===== src/rtl/if_fetch_unit.sv =====
// if_fetch_unit: instruction-fetch stage feeding the IF/ID register.
// Owns the PC, runs a req/ready handshake with a multi-cycle instruction
// memory, honours freeze from the hazard unit and branch redirects from ID.
// Optional feature: define IF_FETCH_TIMEOUT_EN to build the imem wait
// counter and the sticky fetch_error flag (tied 0 otherwise).
module if_fetch_unit #(
  parameter int                  WORD_LEN = 32,
  parameter logic [WORD_LEN-1:0] RESET_PC = '0,
  parameter int                  MAX_WAIT = 15
) (
  input  logic                clk,
  input  logic                rst,
  input  logic                freeze,
  input  logic                branch_taken,
  input  logic [WORD_LEN-1:0] branch_target,
  output logic                imem_req,
  output logic [WORD_LEN-1:0] imem_addr,
  input  logic                imem_ready,
  input  logic [WORD_LEN-1:0] imem_rdata,
  output logic [WORD_LEN-1:0] PCplus4Out,
  output logic [WORD_LEN-1:0] instructionOut,
  output logic                flushOut,
  output logic                fetch_error
);

  typedef enum logic [1:0] {
    FETCH = 2'b00,
    HELD  = 2'b01,
    DRAIN = 2'b10
  } state_t;

  state_t              state, state_nxt;
  logic [WORD_LEN-1:0] pc, pc_nxt;
  logic [WORD_LEN-1:0] inst_buf, buf_nxt;
  logic [WORD_LEN-1:0] drain_addr, drain_nxt;
  logic [WORD_LEN-1:0] pc_plus4;

  assign pc_plus4 = pc + {{(WORD_LEN-3){1'b0}}, 3'd4};

  // State, PC, held instruction and the address of an abandoned request
  always_ff @(posedge clk) begin
    if (rst) begin
      state      <= FETCH;
      pc         <= RESET_PC;
      inst_buf   <= '0;
      drain_addr <= '0;
    end else begin
      state      <= state_nxt;
      pc         <= pc_nxt;
      inst_buf   <= buf_nxt;
      drain_addr <= drain_nxt;
    end
  end

  // Next-state and IF/ID outputs; anything flushed presents an all-zero bubble
  always_comb begin
    state_nxt      = FETCH;
    pc_nxt         = pc;
    buf_nxt        = inst_buf;
    drain_nxt      = drain_addr;
    imem_req       = 1'b0;
    imem_addr      = pc;
    instructionOut = '0;
    PCplus4Out     = '0;
    flushOut       = 1'b1;
    if (!rst) begin
      case (state)
        FETCH: begin
          imem_req  = 1'b1;
          state_nxt = FETCH;
          if (branch_taken) begin
            pc_nxt = branch_target;
            if (!imem_ready) begin
              // The old request is still in flight and must be drained
              state_nxt = DRAIN;
              drain_nxt = pc;
            end
          end else if (imem_ready) begin
            instructionOut = imem_rdata;
            PCplus4Out     = pc_plus4;
            flushOut       = 1'b0;
            if (freeze) begin
              buf_nxt   = imem_rdata;
              state_nxt = HELD;
            end else begin
              pc_nxt = pc_plus4;
            end
          end
        end
        HELD: begin
          if (branch_taken) begin
            pc_nxt    = branch_target;
            state_nxt = FETCH;
          end else begin
            instructionOut = inst_buf;
            PCplus4Out     = pc_plus4;
            flushOut       = 1'b0;
            if (freeze) begin
              state_nxt = HELD;
            end else begin
              pc_nxt = pc_plus4;
            end
          end
        end
        DRAIN: begin
          // Keep the wrong-path request alive until memory answers, then drop it
          imem_req  = 1'b1;
          imem_addr = drain_addr;
          state_nxt = DRAIN;
          if (branch_taken) begin
            pc_nxt = branch_target;
          end else if (imem_ready) begin
            state_nxt = FETCH;
          end
        end
        default: begin
          if (branch_taken) begin
            pc_nxt = branch_target;
          end
          state_nxt = FETCH;
        end
      endcase
    end
  end

`ifdef IF_FETCH_TIMEOUT_EN
  localparam int                CntW    = $clog2(MAX_WAIT + 1);
  localparam logic [CntW-1:0]   WaitLim = CntW'(MAX_WAIT);

  logic [CntW-1:0] wait_cnt;

  // Count unanswered request cycles; the error flag is sticky until reset
  always_ff @(posedge clk) begin
    if (rst) begin
      wait_cnt    <= '0;
      fetch_error <= 1'b0;
    end else if (imem_req && !imem_ready) begin
      if (wait_cnt != WaitLim) begin
        wait_cnt <= wait_cnt + 1'b1;
      end
      if (wait_cnt >= WaitLim - 1'b1) begin
        fetch_error <= 1'b1;
      end
    end else begin
      wait_cnt <= '0;
    end
  end
`else
  // No counter is built; the comparison only keeps MAX_WAIT referenced
  assign fetch_error = (MAX_WAIT < 0) ? 1'b1 : 1'b0;
`endif

endmodule


===== config.mk =====
export PLATFORM = sky130hd
export DESIGN_NAME = if_fetch_unit
export DESIGN_NICKNAME = d
export VERILOG_FILES = /design/src/rtl/if_fetch_unit.sv
export SDC_FILE = /design/constraint.sdc
export NUM_CORES = 1
export LEC_CHECK = 0
export BUFFER_PORTS_ARGS = -buffer_cell sky130_fd_sc_hd__clkbuf_2
export CAP_MARGIN = 20
export CORE_MARGIN = 2
export CORE_UTILIZATION = 34
export CTS_CLUSTER_SIZE = 24
export DETAILED_ROUTE_END_ITERATION = 10
export MAX_ROUTING_LAYER = met4
export PLACE_DENSITY = 0.66
export SETUP_SLACK_MARGIN = 0.05
export SLEW_MARGIN = 20
export SYNTH_ARGS = -nofsm -noshare
export SYNTH_HDL_FRONTEND = slang
export SYNTH_SLANG_ARGS = --single-unit

===== constraint.sdc =====
create_clock -name clk -period 2.2 [get_ports clk]
set_input_delay 0.11 -clock clk [delete_from_list [all_inputs] [get_ports clk]]
set_output_delay 0.11 -clock clk [all_outputs]
set_load 0.02 [all_outputs]

; After elaboration in Yosys (flattened, before gate mapping)
; Index checks and enable logic that the tools add are counted.
[classes]
n_addsub = 1
multipliers = 0
div = 0
order_cmp = 0
n_eq_ne = 3
shifts = 0
muxes = 32
n_bitwise = 2
reduce_logical = 6
[ops]
columns = op, n
row1 = two-way mux 32 bit, 15
row2 = one-hot mux 32 bit (2 select lines), 3
row3 = "adder 32 x 3 -> 32 bit, second input constant", 1
row4 = two-way mux 1 bit, 8
row5 = two-way mux 2 bit, 4
row6 = one-hot mux 2 bit (3 select lines), 1
row7 = AND reduction 4 bit, 1
row8 = "inequality test 3 bit, second input constant", 1
row9 = AND reduction 3 bit, 1
row10 = nonzero test 3 bit, 1
row11 = "equality test 2 x 1 -> 1 bit, second input constant", 1
row12 = "equality test 2 bit, second input constant", 1
row13 = logical NOT 2 bit, 1
row14 = NOT 1 bit, 2
row15 = one-hot mux 1 bit (2 select lines), 1
row16 = AND reduction 2 bit, 1
row17 = OR reduction 2 bit, 1
[word_totals]
register_bits = 98
latch_bits = 0
ramBits = 0
romBits = 0
elab_cells = 48
memories = 0

; Longest topological paths before layout
[depth]
depth_word = 5
mapped_depth = 8
ltp_nobuf = 6

; Worst setup path after synthesis
; Ideal clock, no wire load.
[synth_timing]
kind = register -> output
start = reg pc[9]
end = out PCplus4Out[31]
arrival_ns = 2.010
slack_ns = 0.080
stages_incl_launch_ff = 8
n_path_buf = 2
cell_sequence = dfxtp_1 > buf_6 > and4_2 > nand4_4 > or3_1 > buf_2 > or3_1 > a21oi_1
[synth_between]
elab_chain_cells = 5
[synth_lines]
columns = element, line_no
row1 = start: declaration, 33  ; logic [WORD_LEN-1:0] pc, pc_nxt;
row2 = start signal: assignment, 49  ; pc <= pc_nxt;
row3 = adder 32 x 3 -> 32 bit (*), 38  ; assign pc_plus4 = pc + {{(WORD_LEN-3){1'b0}}, 3'd4};
row4 = two-way mux 32 bit, 78  ; end else if (imem_ready) begin
row5 = two-way mux 32 bit, 71  ; if (branch_taken) begin
row6 = one-hot mux 32 bit (2 select lines) (*), 67  ; case (state)
row7 = two-way mux 32 bit (*), 66  ; if (!rst) begin
row8 = end: declaration, 20  ; output logic [WORD_LEN-1:0] PCplus4Out,
; Every way passes the cells marked *; elsewhere a longest branch is shown, timed or not.

; Worst setup path after layout
[layout_timing]
start = reg pc[17]
end = out PCplus4Out[31]
; The elaborated chain is that of the path after synthesis.

==> summary.txt <==
Worst setup path
  – CP required: 2.09 ns
  – Crit path largest cell delay: 0.43 ns
  – Startpoint Class: register
  – Crit-path max FO: 3
  – Slowest stage cell, crit path: or3_4
  – Crit path capture type: output port
  – Critical path buffers and inverters: 1
  – Critical path class: reg -> out
  – Crit path cell chain: and4_4 > nand3_1 > or3_4 > or3_4 > a21oi_2 > clkbuf_8
  – Crit path DAT: 2.14 ns
  – Most frequent CP cell: or3_4
  – Delay-heaviest family, CP: simple AND/OR/NAND/NOR gates

Synthesis
  – Mapped Cells: 765
  – Sequential-to-total area share from yosys stat: 34.3%
  – Synthesized area per cell: 7.48 um^2
  – Synth unique cells: 66
  – Syn nets: 835
  – #FFs+latches synth: 98
  – Post-Synthesis Cell Area: 5720 um^2
  – FFs w/ async S/R, synth: 0%
  – Synth warnings: 0
  – Synth Flop Type: dfxtp_1
  – Number of flops mapped to enable cells by yosys: 0

Clock network
  – Clk buf depth: 2
  – Clk sinks: 98
  – Clk root buf: clkbuf_16
  – Clock transition at path regs: 0.07 ns
  – CTS H-tree depth: 3
  – Worst skew pair latency: 0.35 ns
  – TritonCTS clock tree: done
  – Total CTS buffers: 9

Global route
  – First-pass GRT wire length: 29.9 mm
  – Grt ovf: 0
  – Initial antenna violation count: 0
  – Vias in the first global route: 5833
  – Largest net degree at the start of global routing: 66
  – GRT Resource Usage Total: 21.5%

Routing
  – Final wirelength: 18.7 mm
  – Drt drc: 0
  – Router iterations before antenna repair: 6
  – DR WL/cell: 15.7 um
  – Vias per cell: 5.19
  – Post-route ant nets: 0
  – Vias: 6204
  – DR iter-0 viols: 463

Timing
  – Fin crit share: 102%
  – Relative slew slack: 57.6%
  – Setup Viol. Count Final: 1
  – Final Max Tran Viols: 0
  – Final hold violations: 0
  – Total negative setup slack: -0.0466 ns
  – Worst Skew: 0.00939 ns
  – Final min period: 2.25 ns
  – Setup WS post-layout: -0.0466 ns
  – RSZ-0062 raised after global routing: yes
  – Tightest Pin Transition: 0.636 ns
  – Fmax: 445 MHz

Floorplan
  – Num ports: 168
  – Die height: 134 um
  – Die area: 17900 um^2
  – Core ar.: 16500 um^2
  – Core Rows: 47
  – Die Wd: 134 um
  – Initial core utilization: 34.6%

Placement
  – Placer congestion estimate: 0.923
  – Cell count after placement: 1129
  – Hpwl dp: 12.9 mm
  – Port bufs: 166

Layout
  – Inserted Diodes: 0
  – Multi-input logic area: 3360 um^2
  – # fillers: 1649
  – Layout cell share with drive strength beyond 1: 34.1%
  – Finished Layout Cells: 1195
  – Reg area: 1990 um^2
  – Area delta synth->final: 35.9%
  – Nets@finish: 1041

Run status
  – Status: finished, violations left
  – Failing checks: setup timing

Run
  – Max-Cap Viols: 0

Hold path
  – Worst min-delay path class: in -> reg

Power
  – P_leak: 3.11 nW
  – Pwr Total: 4.57 mW
  – Worst VDD drop: 0.370 mV
  – PwrDens: 588 nW/um^2
[cell families after synthesis]
| logic type | Yosys count | synth area share [%] |
|---|---|---|
| AO/OA/AOI/OAI | 181 | 20.0 |
| XOR/XNOR | 28 | 4.28 |
| adder cells (fa/ha/maj) | 2 | 0.393 |
| buffers and inverters | 86 | 8.31 |
| flip-flops | 98 | 34.3 |
| multiplexers | 30 | 5.86 |
| other | 1 | 0.0655 |
| AND/OR/NAND/NOR | 339 | 26.8 |
[state kept, by name (all words and copies together), names as in the netlist]
name,count
drain_addr,32
pc,32
inst_buf,32
state,2
[routing by layer]
layer | track usage [%] | part of all wire (%) | vias to the layer above
met3 | 4.22 | 6.9 | 32
met5 | - | 0 | -
li1 | - | - | 3061
met2 | 33.5 | 47 | 242
met4 | 7.92 | 2.4 | 0
met1 | 27.5 | 44 | 2869
[cell usage in the layout, fill, tap and decap left out, types with 4 or more instances in the layout]
cell type      count
nand2_1          165
clkbuf_2         160
nor2_1            83
a21oi_1           79
dfxtp_1           79
buf_4             70
a22oi_1           39
dlygate4sd3_1     36
mux2_2            28
dfxtp_2           19
xnor2_1           16
nand3_1           15
o21ai_0           14
nand4_1           14
xor2_1            12
clkbuf_16          9
and2_1             8
o211ai_1           8
o311ai_0           8
nor3_1             7
and4_4             6
inv_1              5
o31ai_1            5
buf_6              5
and3_1             4
a31oi_1            4
o32ai_1            4
[Yosys cell counts, types with 4 or more instances]
cell / n / area share (%)
a21oi_1: 80 / 7.0
o32ai_1: 4 / 0.61
o311ai_0: 8 / 1.2
nand3_1: 17 / 1.5
and2_1: 8 / 0.87
clkbuf_2: 4 / 0.35
a22oi_1: 39 / 5.1
and4_2: 4 / 0.70
inv_1: 6 / 0.39
o31ai_1: 5 / 0.66
mux2_2: 28 / 5.5
or4_1: 4 / 0.52
o211ai_1: 8 / 1.0
clkbuf_1: 43 / 2.8
nor2_1: 84 / 5.5
buf_6: 5 / 0.98
xnor2_1: 16 / 2.4
nor3_1: 8 / 0.70
dfxtp_1: 98 / 34
or3_1: 6 / 0.66
nand2_1: 167 / 11
a31oi_1: 4 / 0.44
o21ai_0: 15 / 1.3
xor2_1: 12 / 1.8
nand4_1: 14 / 1.5
and3_1: 4 / 0.44
buf_2: 16 / 1.4
[worst register-to-register path: cells and delay by family (launching register included)]
kind	cells	cell delay [ns]
buf+inv	1	0.17
simple gates	4	1.28
compound gates	1	0.09
flops	1	0.35
[metrics by stage]
step	hold WS, ns	setup slack, ns	util (%)	instance area (um^2)
after floorplan	0.219	0.0802	-	5720
after global placement	0.347	0.136	41.4	6850
after detailed placement	0.347	0.0834	41.4	6850
after CTS	0.0000984	-0.0303	46.6	7710
after global routing	0.0109	-0.0900	47.1	7780
final	0.00980	-0.0466	47.1	7780
[layout make-up]
type	count	share of cell area [%]
Sequential cell	98	25.5
Clock buffer	11	3.25
Multi-Input combinational cell	581	43.2
Timing Repair Buffer	274	23.1
Clock inverter	4	0.965
Inverter	7	0.386
Tap cell	220	3.54
[power by group]
| group | internal, mW | switching (mW) |
|---|---|---|
| registers | 1.85 | 0.0605 |
| clock network | 1.05 | 0.710 |
| logic | 0.379 | 0.518 |
| total | 3.29 | 1.29 |
[final timing paths]
check             cells after the start  slack, ns                          end                   startpoint
hold / removal                        3       0.01     inst_buf[1]$_SDFFE_PP0P_                imem_rdata[1]
setup reg to reg                      6       0.24          pc[31]$_SDFFE_PP0P_          pc[17]$_SDFFE_PP0P_
hold reg to reg                       2       0.45  drain_addr[10]$_SDFFE_PP0P_  drain_addr[10]$_SDFFE_PP0P_
setup / recovery                      6      -0.05               PCplus4Out[31]          pc[17]$_SDFFE_PP0P_
[timing repair]
action / 4_1_cts / 5_1_grt
hold endpoints to repair: 36 / 0
buffers inserted: 11 / 3
hold buffers: 36 / 0
pin swaps: 14 / 11
gates cloned: 0 / 1
resized for setup: 31 / 27
endpoints found under the setup margin: 28 / 45
No activity file was read; power rests on OpenSTA's default activity.
